File: src/rtl/atomik_report_pkg.sv
// Shared constants and types for the latency report frame.
// Frame length depends on LATENCY_REPORTER_CHECKSUM_EN.
package atomik_report_pkg;

    localparam logic [7:0] HDR_BYTE     = 8'hA5;
    localparam logic [7:0] TAG_LOAD     = 8'h4C;
    localparam logic [7:0] TAG_ACC      = 8'h41;
    localparam logic [7:0] TAG_RECON    = 8'h52;
    localparam logic [7:0] TAG_ROLLBACK = 8'h42;

    localparam int unsigned NUM_RECORDS    = 4;
    localparam int unsigned FRAME_LEN_BASE = 13;
    localparam int unsigned FRAME_LEN_CSUM = 14;

`ifdef LATENCY_REPORTER_CHECKSUM_EN
    localparam int unsigned FRAME_LEN = FRAME_LEN_CSUM;
`else
    localparam int unsigned FRAME_LEN = FRAME_LEN_BASE;
`endif

    localparam int unsigned IDX_W = 4;

    typedef enum logic [1:0] {
        ST_IDLE      = 2'd0,
        ST_WAIT_IDLE = 2'd1,
        ST_SEND      = 2'd2
    } state_e;

    // Snapshot of the four latencies, index 0 = LOAD ... 3 = ROLLBACK.
    typedef logic [NUM_RECORDS-1:0][15:0] snap_t;

endpackage

File: src/rtl/report_byte_mux.sv
// Combinational frame byte select: index -> header, tag, latency byte or checksum.
// Checksum byte exists only with LATENCY_REPORTER_CHECKSUM_EN.
module report_byte_mux
    import atomik_report_pkg::*;
(
    input  logic [IDX_W-1:0] idx_i,
    input  snap_t            snap_i,
    output logic [7:0]       byte_o
);

`ifdef LATENCY_REPORTER_CHECKSUM_EN
    logic [7:0] csum;

    always_comb begin
        csum = TAG_LOAD ^ TAG_ACC ^ TAG_RECON ^ TAG_ROLLBACK;
        for (int unsigned r = 0; r < NUM_RECORDS; r++) begin
            csum = csum ^ snap_i[r][15:8] ^ snap_i[r][7:0];
        end
    end
`endif

    always_comb begin
        byte_o = '0;
        case (idx_i)
            4'd0:  byte_o = HDR_BYTE;
            4'd1:  byte_o = TAG_LOAD;
            4'd2:  byte_o = snap_i[0][15:8];
            4'd3:  byte_o = snap_i[0][7:0];
            4'd4:  byte_o = TAG_ACC;
            4'd5:  byte_o = snap_i[1][15:8];
            4'd6:  byte_o = snap_i[1][7:0];
            4'd7:  byte_o = TAG_RECON;
            4'd8:  byte_o = snap_i[2][15:8];
            4'd9:  byte_o = snap_i[2][7:0];
            4'd10: byte_o = TAG_ROLLBACK;
            4'd11: byte_o = snap_i[3][15:8];
            4'd12: byte_o = snap_i[3][7:0];
`ifdef LATENCY_REPORTER_CHECKSUM_EN
            4'd13: byte_o = csum;
`endif
            default: byte_o = '0;
        endcase
    end

endmodule

File: src/rtl/latency_reporter.sv
// Snapshots the four latency counters and streams them as a byte frame over valid/ready.
// Optional trailing XOR checksum byte under LATENCY_REPORTER_CHECKSUM_EN.
module latency_reporter
    import atomik_report_pkg::*;
#(
    parameter int unsigned COUNT_WIDTH = 16
) (
    input  logic                   clk,
    input  logic                   rst_n,
    input  logic [COUNT_WIDTH-1:0] load_latency,
    input  logic [COUNT_WIDTH-1:0] accumulate_latency,
    input  logic [COUNT_WIDTH-1:0] reconstruct_latency,
    input  logic [COUNT_WIDTH-1:0] rollback_latency,
    input  logic                   measuring,
    input  logic                   report_req,
    output logic [7:0]             tx_data,
    output logic                   tx_valid,
    input  logic                   tx_ready,
    output logic                   busy,
    output logic [7:0]             frame_count
);

    localparam logic [IDX_W-1:0] LAST_IDX = IDX_W'(FRAME_LEN - 1);

    state_e           state_q, state_d;
    logic [IDX_W-1:0] idx_q, idx_d;
    snap_t            snap_q, snap_d;
    logic             pending_q, pending_d;
    logic [7:0]       frame_count_q, frame_count_d;
    logic [7:0]       mux_byte;
    logic             start;
    logic             capture;
    logic             xfer;
    logic             last_xfer;

    assign start     = (state_q == ST_IDLE) && (report_req || pending_q);
    assign capture   = (start && !measuring) || ((state_q == ST_WAIT_IDLE) && !measuring);
    assign xfer      = (state_q == ST_SEND) && tx_ready;
    assign last_xfer = xfer && (idx_q == LAST_IDX);

    always_ff @(posedge clk or negedge rst_n) begin
        if (!rst_n) begin
            state_q       <= ST_IDLE;
            idx_q         <= '0;
            snap_q        <= '0;
            pending_q     <= 1'b0;
            frame_count_q <= '0;
        end else begin
            state_q       <= state_d;
            idx_q         <= idx_d;
            snap_q        <= snap_d;
            pending_q     <= pending_d;
            frame_count_q <= frame_count_d;
        end
    end

    always_comb begin
        state_d = state_q;
        case (state_q)
            ST_IDLE:      if (start) state_d = measuring ? ST_WAIT_IDLE : ST_SEND;
            ST_WAIT_IDLE: if (!measuring) state_d = ST_SEND;
            ST_SEND:      if (last_xfer) state_d = ST_IDLE;
            default:      state_d = ST_IDLE;
        endcase
    end

    // Datapath next-state: a request arriving while busy (including the
    // final-byte cycle) is remembered as a single pending frame.
    always_comb begin
        snap_d        = snap_q;
        idx_d         = idx_q;
        pending_d     = pending_q;
        frame_count_d = frame_count_q;
        if (capture) begin
            snap_d[0] = 16'(load_latency);
            snap_d[1] = 16'(accumulate_latency);
            snap_d[2] = 16'(reconstruct_latency);
            snap_d[3] = 16'(rollback_latency);
            idx_d     = '0;
        end else if (xfer) begin
            idx_d = last_xfer ? '0 : IDX_W'(idx_q + 1'b1);
        end
        if (start) begin
            pending_d = 1'b0;
        end else if (report_req && (state_q != ST_IDLE)) begin
            pending_d = 1'b1;
        end
        if (last_xfer) begin
            frame_count_d = frame_count_q + 8'd1;
        end
    end

    report_byte_mux u_byte_mux (
        .idx_i  (idx_q),
        .snap_i (snap_q),
        .byte_o (mux_byte)
    );

    always_comb begin
        tx_valid    = (state_q == ST_SEND);
        tx_data     = (state_q == ST_SEND) ? mux_byte : '0;
        busy        = (state_q != ST_IDLE);
        frame_count = frame_count_q;
    end

endmodule
File: config.mk
export PLATFORM = sky130hd
export DESIGN_NAME = latency_reporter
export DESIGN_NICKNAME = d
export VERILOG_FILES = /design/src/rtl/atomik_report_pkg.sv /design/src/rtl/report_byte_mux.sv /design/src/rtl/latency_reporter.sv
export SDC_FILE = /design/constraint.sdc
export NUM_CORES = 1
export LEC_CHECK = 0
export ABC_CLOCK_PERIOD_IN_PS = 1900
export BUFFER_PORTS_ARGS = -buffer_cell sky130_fd_sc_hd__buf_2
export CORE_MARGIN = 3
export CORE_UTILIZATION = 40
export DETAILED_ROUTE_END_ITERATION = 10
export SYNTH_ARGS = -nofsm -noshare
export SYNTH_HDL_FRONTEND = slang
export SYNTH_SLANG_ARGS = --single-unit
File: constraint.sdc
create_clock -name clk -period 1.9 [get_ports clk]
set_input_delay 0.38 -clock clk [delete_from_list [all_inputs] [get_ports clk]]
set_output_delay 0.38 -clock clk [all_outputs]
set_load 0.01 [all_outputs]
==> summary.md <==
| Metric | Value |
|---|---|
| Status | `complete, but fails checks` |
| Failing checks | `negative setup slack` |
| Final Cycle Share | `124.7%` |
| Clock sinks | `79` |
| Synth area leader | `dfrtp_1` |
| Antenna diode count | `0` |
| Largest net degree at the start of global routing | `39` |
| Initial antenna violation count | `0` |
| EDFF count, synth | `0` |
| Num CTS Buffers | `9` |
| Area Growth Syn to Fin | `30.19%` |
| Largest stage delay, worst path | `0.46 ns` |
| Drt wl/cell | `17.07 µm` |
| Placed inst area | `4493 µm²` |
| CP Data Arrival Time | `1.99 ns` |
| Multi-input gate area | `1785 µm²` |
| Register bit total from synthesis | `79` |
| Startpoint Class | `register` |
| Layout Cells excl Fill | `531` |
| Asr flop ratio synth | `100.0%` |
| P_leak | `2.179 nW` |
| Synthesized area | `3759 µm²` |
| Peak Freq | `0.4222 GHz` |
| CP endpoint kind | `primary output` |
| CP max stage cell | `dfrtp_2` |
| Worst path cell trace | `inv_2 -> buf_6 -> ha_4 -> buf_6 -> a22o_1 -> o31ai_1 -> a21oi_1 -> buf_2` |
| Worst-margin pin slew | `0.3796 ns` |
| GPL Wtd Cong | `0.8078` |
| Main flop type after synthesis | `dfrtp_1` |
| Synth unique cells | `45` |
| FF-to-FF End | `frame_count[7]` |
| Buffers on Ports | `86` |
| Clock Latency Late Sink | `0.35 ns` |
| Hold_sp | `reconstruct_latency[9]` |
| CORE AREA | `8934 µm²` |
| Hpwl dp | `6.614 mm` |
| Overall Global Routing Usage | `18.40%` |
| Drt total wl | `9.063 mm` |
| Register area share after synthesis | `52.60%` |
| Power Density | `1475 nW/µm²` |
| Clock-pin slew on the worst setup and hold paths | `0.08 ns` |
| Clk buf depth | `2` |
| Max-cap viol count | `0` |
| R2R Setup Slk | `0.13 ns` |
| Commonest cells after routing, fill and taps aside | `84 x buf_2, 76 x dfrtp_1, 71 x mux2_2` |
| Reg-to-reg startpoint | `idx_q[0]` |
| Setup WS post-layout | `-0.4687 ns` |
| Filler Cell Count | `793` |
| Root buffer cell | `clkbuf_8` |
| Fraction of layout cells with a size suffix above 1 | `54.61%` |
| Max FO, Critical Path | `5` |
| Cell repeated most along the worst path | `buf_6` |
| Hold path depth | `2` |
| Syn_area_per_cell | `12.28 µm²` |
| Cell area after layout | `4893 µm²` |
| RSZ-0062 raised after global routing | `true` |
| Die W | `102.9 µm` |
| Register cell area after layout | `1981 µm²` |
| Reg2reg path depth | `7` |
| Initial drt markers | `126` |
| Crit path kind | `reg2out` |
| Min-delay worst type | `in2reg` |
| Yosys top cell area share | `52.60%` |
| Worst Skew | `0.006311 ns` |
| Final count of negative-setup-slack endpoints | `8` |
| H-tree levels | `3` |
| DRC viols | `0` |
| Final Hold Fails | `0` |
| Max-slew violations | `0` |
| Post-route minimum period | `2.369 ns` |
| TritonRoute pass-1 iters | `6` |
| DR vias | `2873` |
| Row cnt | `34` |
| Top post-synthesis cells by area | `dfrtp_1 53%, mux2_2 21%, a21oi_1 2.4%` |
| Vias in the first global route | `2994` |
| Most common cell after layout, fill and taps aside | `buf_2` |
| Final #Nets | `492` |
| Worst IR Drop VDD | `0.5924 mV` |
| CTS tree | `built` |
| Initial core utilization | `42.07%` |
| Hold EP | `snap_q[41]` |
| Hold slack | `0.2557 ns` |
| Mapped Cells | `306` |
| First-pass GRT wire length | `15.00 mm` |
| DIE AREA | `10600 µm²` |
| Die Y | `102.9 µm` |
| Placed cells | `511` |
| Slew headroom | `74.69%` |
| Io pins | `87` |
| Overflow after GRT | `0` |
| Critical Path RT | `1.52 ns` |
| Syn nets | `380` |
| Synthesis Warnings | `0` |
| Vias/cell | `5.411` |
| Post-DRT Antenna Nets | `0` |
cell families after synthesis:
logic type / after synthesis / share of synthesized area, %
mux: 71 / 21.27
fa+ha+maj: 5 / 1.664
buf+inv: 23 / 3.229
xor+xnor: 8 / 1.864
flops: 79 / 52.60
compound gates: 57 / 10.45
simple gates: 63 / 8.922
metrics by stage:
stage	utilization, %	power, W	TNS (ns)	setup WS, ns
detailed placement	50.29	0.005602	-1.501	-0.2174
finish	54.78	0.007217	-3.441	-0.4687
global route	54.78	0.007712	-4.383	-0.5732
floorplan	-	0.004594	0	0.02901
global placement	50.29	0.005551	-1.183	-0.1731
CTS	54.34	0.007196	-3.471	-0.4674
layout make-up:
type / count / area share [%]
Inverter: 3 / 0.2813
Timing Repair Buffer: 121 / 15.47
Sequential cell: 79 / 40.48
Tap cell: 108 / 2.761
Clock inverter: 7 / 1.994
Multi-Input combinational cell: 204 / 36.49
Clock buffer: 9 / 2.531
synth_stat cells, types with 2 or more instances:
master,count
a31oi_1,4
o211ai_1,2
ha_1,5
nor2b_1,3
o21ai_0,3
a221oi_1,4
inv_1,2
nand2b_1,3
a21oi_1,18
buf_2,16
and4_1,2
nor3_1,2
xnor2_1,7
nand4_1,4
nor3_2,2
a222oi_1,2
nand2_1,20
and3_1,3
a211oi_1,4
and3b_1,2
mux2_2,71
buf_4,2
nor2_1,8
o22a_1,2
nand3_1,8
a22o_1,3
dfrtp_1,79
a22oi_1,5
a21o_1,2
nand3b_1,3
metal layers:
metal  GRT usage [%]  share of wire, %
met4           6.873               2.0
met2           29.60                47
met1           24.32                45
met3           4.127               5.6
met5               0                 0
flip-flops by register name, summed over array words and instances (netlist names):
name and flops:
snap_q 64, frame_count 8, idx_q 4, state_q 2
pending_q 1
timing repair:
item	4_1_cts	5_1_grt
pin swaps	15	5
resized for setup	28	6
buffers inserted	1	1
setup endpoints to repair	11	8
hold endpoints to repair	23	0
hold buffers	1	0
cloned	1	0
power breakdown:
| group | internal (W) | total [W] | leakage, nW | switching [W] |
|---|---|---|---|---|
| Clock | 0.000741 | 0.00137 | 0.105 | 0.000629 |
| Combinational | 0.00168 | 0.00294 | 1.12 | 0.00126 |
| Sequential | 0.00244 | 0.00291 | 0.952 | 0.000469 |
| Total | 0.00486 | 0.00722 | 2.18 | 0.00236 |
worst max-delay path by stage:
| stage | slack, ns | depth (start not counted) | endpoint | startpoint |
|---|---|---|---|---|
| 2_1_floorplan | 0.03 | 7 | tx_data[2] | idx_q[1] |
| 3_3_place_gp | -0.17 | 6 | tx_data[0] | idx_q[0] |
| 5_1_grt | -0.57 | 9 | tx_data[2] | idx_q[0] |
| 4_1_cts | -0.47 | 8 | tx_data[5] | idx_q[0] |
| 6_report | -0.47 | 8 | tx_data[5] | idx_q[0] |
| 3_5_place_dp | -0.22 | 8 | tx_data[3] | idx_q[1] |
worst max-delay path: cells and delay by family, from the launching register on:
kind                     cells  cell delay [ns]
AO/OA/AOI/OAI                3             0.53
buffers and inverters        4             0.48
flip-flops                   1             0.46
adder cells (fa/ha/maj)      1             0.17
No activity file was read; power rests on OpenSTA's default activity.
